$ cat config.mk
export PLATFORM = sky130hd
export DESIGN_NAME = sync_fifo
export DESIGN_NICKNAME = d
export VERILOG_FILES = /design/src/rtl/pipeline_trace_checker_sync_fifo.sv
export SDC_FILE = /design/constraint.sdc
export NUM_CORES = 1
export LEC_CHECK = 0
export ABC_AREA = 1
export BUFFER_PORTS_ARGS = -buffer_cell sky130_fd_sc_hd__buf_2
export CAP_MARGIN = 20
export CELL_PAD_IN_SITES_DETAIL_PLACEMENT = 1
export CELL_PAD_IN_SITES_GLOBAL_PLACEMENT = 2
export CORE_UTILIZATION = 37
export DETAILED_ROUTE_END_ITERATION = 8
export PLACE_DENSITY_LB_ADDON = 0.1
export RECOVER_POWER = 100
export SLEW_MARGIN = 5
export SYNTH_ARGS = -nofsm -noshare
export SYNTH_HDL_FRONTEND = slang
export SYNTH_SLANG_ARGS = --single-unit
export TNS_END_PERCENT = 50
$ cat constraint.sdc
create_clock -name clk -period 1.95 [get_ports clk]
set_input_delay 0.0975 -clock clk [delete_from_list [all_inputs] [get_ports clk]]
set_output_delay 0.0975 -clock clk [all_outputs]
set_load 0.05 [all_outputs]
$ cat src/rtl/pipeline_trace_checker_sync_fifo.sv
// sync_fifo: synchronous FIFO with occupancy counter; push on a full FIFO is legal when popping
module sync_fifo #(
  parameter int WIDTH = 8,
  parameter int DEPTH = 4
) (
  input  logic                   clk,
  input  logic                   rst,
  input  logic                   push_i,
  input  logic                   pop_i,
  input  logic [WIDTH-1:0]       din_i,
  output logic [WIDTH-1:0]       dout_o,
  output logic                   full_o,
  output logic                   empty_o,
  output logic [$clog2(DEPTH):0] count_o
);
  localparam int AW = $clog2(DEPTH);
  localparam int CW = AW + 1;
  logic [WIDTH-1:0] mem_q [DEPTH];
  logic [AW-1:0] wr_q, rd_q;
  logic [CW-1:0] count_q;
  logic do_push, do_pop;
  assign full_o  = count_q == CW'(DEPTH);
  assign empty_o = count_q == '0;
  assign do_pop  = pop_i && !empty_o;
  assign do_push = push_i && (!full_o || do_pop);
  assign dout_o  = mem_q[rd_q];
  assign count_o = count_q;
  always_ff @(posedge clk) begin
    if (rst) begin
      wr_q    <= '0;
      rd_q    <= '0;
      count_q <= '0;
    end else begin
      wr_q    <= do_push ? wr_q + AW'(1) : wr_q;
      rd_q    <= do_pop ? rd_q + AW'(1) : rd_q;
      count_q <= count_q + CW'(do_push) - CW'(do_pop);
    end
  end
  always_ff @(posedge clk) begin
    if (do_push) mem_q[wr_q] <= din_i;
  end
endmodule

==> impl_metrics.toml <==
[synthesis]
synth_area_per_cell_um2 = 11.8
synth-seq-area-share_pct = 66.8
synth_cells = 145
synth_cell_types = 21
synth_area_um2 = 1710
synth_fp_nets = 163
ys_warn_count = 0
ys_ff_latch = 41

[cts]
ctsRootBufferMaster = "clkbuf_8"
clock_path_buffers = 2
cts_setup_buffers = 0
hold_buffers = 0
clk-insertion-delay-late_ps = 280
cts_tree = "done"
cts_max_level = 2
clkTransAtPathRegs_ps = 70
clock-sinks = 41
cts_buffers = 5
cts_resized = 0

[place]
dpl_worst_slack_ps = 157
port_buffers = 24
place_hpwl_um = 2330
dp.cells = 220
placed_cell_area_um2 = 1880
routabilityCongestion = 0.691

[sta]
slew_headroom_pct = 44.3
slew_violations = 0
setup_violations = 0
fin_ws_ps = 157
worst_pin_slew_ps = 832
min_period_ps = 1790
whs_ps = 56.5
fin_skew_ps = 6.36
fin_tns_setup_ps = 0
rsz0062_at_grt = "false"
fmax_mhz = 558
hold_violations = 0
fin_crit_sh_pct = 92.0

[die]
die_height_um = 69.9
rows = 24
die_area_um2 = 4890
die_w_um = 69.9
io-pin-count = 25
core_um2 = 4380
initial_core_util_pct = 39.0

[flow_run]
drv_cap = 0

[power]
p_sw_share_pct = 41.4
irDropWorstVdd_uv = 864
p_int_uw = 1700
power_frac_comb_pct = 38.3
p_seq_share_pct = 39.4
p_leak_uw = 0.000744
p_per_area_nw_per_um2 = 1470
power.share.clock_pct = 22.3
p_switching_uw = 1200

[worst_setup_path]
crit_chain = "nor2_2 -> nand2_1 -> nand2_4 -> or2_4 -> nand2_2 -> ha_1 -> fa_1 -> inv_1 -> nor2_1"
crit_arrival_ps = 1970
worstPathRequired_ps = 2130
critPathMaxStageDelay_ps = 410
worst_setup_path_start_kind = "flip-flop"
crit_type = "flip-flop to flip-flop"
critPathSlowestCell = "dfxtp_1"
worstSetupEndpointType = "flip-flop"
worstPathMaxFanout = 4

[finish]
drive_above_1_share_pct = 17.6
stdcell_area_um2 = 1960
syn_to_final_growth_pct = 14.9
layout.cells.non_filler = 228
final_cell_mix = "32 x edfxtp_1, 24 x nor2_1, 16 x inv_1"
diodes = 0
final_common_cell = "edfxtp_1"
nets = 193

[global_routing]
grt_pass1_vias = 1208
antenna_found_initial = 0
grt_pass1_wl_um = 5640
overflow = 0
grt_usage_pct = 15.2
grt_max_degree = 17

[status]
status = "complete, no violations"

[drt]
drc = 0
drt_pass1_iterations = 3
num_vias = 1109
antenna_left = 0
drt_first_iter_violations = 84
drt_wl_total_um = 3210
viasPerCell = 4.86
wire_per_inst_um = 14.1

[hold_path]
hp-class = "input pin to flip-flop"
final timing paths:
path	from	end	slack, ps	cells past startpoint
setup / recovery	count_o[0]	count_o[1]	160	9
hold / removal	rst	count_o[1]	60	2
hold reg to reg	rd_q[0]	rd_q[0]	510	2
setup reg to reg	count_o[0]	count_o[1]	160	9
power by group through the flow:
| stage | sequential [uW] | clock, uW | combinational, uW |
|---|---|---|---|
| final | 1140 | 644 | 1110 |
| after global routing | 1160 | 710 | 1210 |
| after CTS | 1140 | 670 | 1170 |
| after detailed placement | 1160 | 0 | 1160 |
| after global placement | 1160 | 0 | 1140 |
| after floorplan | 1230 | 0 | 833 |
per-layer routing:
layer / track usage, % / share of wire (%) / vias up
met4: 6.22 / 1.9 / 0
met5: 0 / 0 / -
met1: 15.6 / 41 / 521
met3: 5.05 / 4.3 / 7
met2: 28.2 / 53 / 23
li1: - / - / 558
flip-flops by register name (all words and copies together) (netlist names), named ones only:
| name | count |
|---|---|
| mem_q | 32 |
| wr_q | 2 |
| count_o | 3 |
| rd_q | 2 |
through the flow:
| step | utilization, % | total power [uW] |
|---|---|---|
| CTS | 45.3 | 2980 |
| finish | 44.8 | 2890 |
| detailed placement | 42.9 | 2320 |
| global placement | 42.9 | 2300 |
| global route | 44.8 | 3090 |
| floorplan | - | 2070 |
critical path, delay by kind of cell (launching register included):
family / cells / cell delay (ps)
DFF: 1 / 410
adders and majority gates: 2 / 560
and+or+nand+nor: 6 / 640
buffers and inverters: 1 / 80
cell usage after synthesis:
cell / instances / area share [%]
a21oi_1: 5 / 1.5
buf_6: 2 / 1.3
dfxtp_1: 9 / 11
edfxtp_1: 32 / 56
fa_1: 1 / 1.2
ha_1: 5 / 3.7
inv_1: 16 / 3.5
inv_2: 2 / 0.44
nand2_1: 11 / 2.4
nand2_2: 1 / 0.37
nand2_4: 2 / 1.3
nand3_1: 5 / 1.5
nand3_2: 1 / 0.59
nor2_1: 24 / 5.3
nor2_2: 3 / 1.1
o21ai_0: 12 / 3.5
o21ai_1: 2 / 0.59
o21ai_2: 2 / 1.0
o22ai_1: 8 / 2.9
or2_4: 1 / 0.51
xor2_1: 1 / 0.51
cell families (layout without fill, tap and decap cells):
group | count (synthesis) | in the layout | synth area share [%]
AND/OR/NAND/NOR | 48 | 48 | 13.0
flip-flops | 41 | 41 | 66.8
AO/OA/AOI/OAI | 29 | 29 | 9.52
buffers and inverters | 20 | 51 | 5.27
adder cells (fa/ha/maj) | 6 | 6 | 4.84
XOR/XNOR | 1 | 1 | 0.513
cell type report:
| cell class | instances | area (um^2) |
|---|---|---|
| fillers | 499 | 2420 |
| clock inverters | 2 | 33.8 |
| well taps | 52 | 65.1 |
| inverters | 18 | 67.6 |
| multi-input cells | 84 | 469 |
| flip-flops and latches | 41 | 1140 |
| repair buffers | 25 | 111 |
| clock buffers | 6 | 72.6 |
Power figures use the tool's default switching activity.
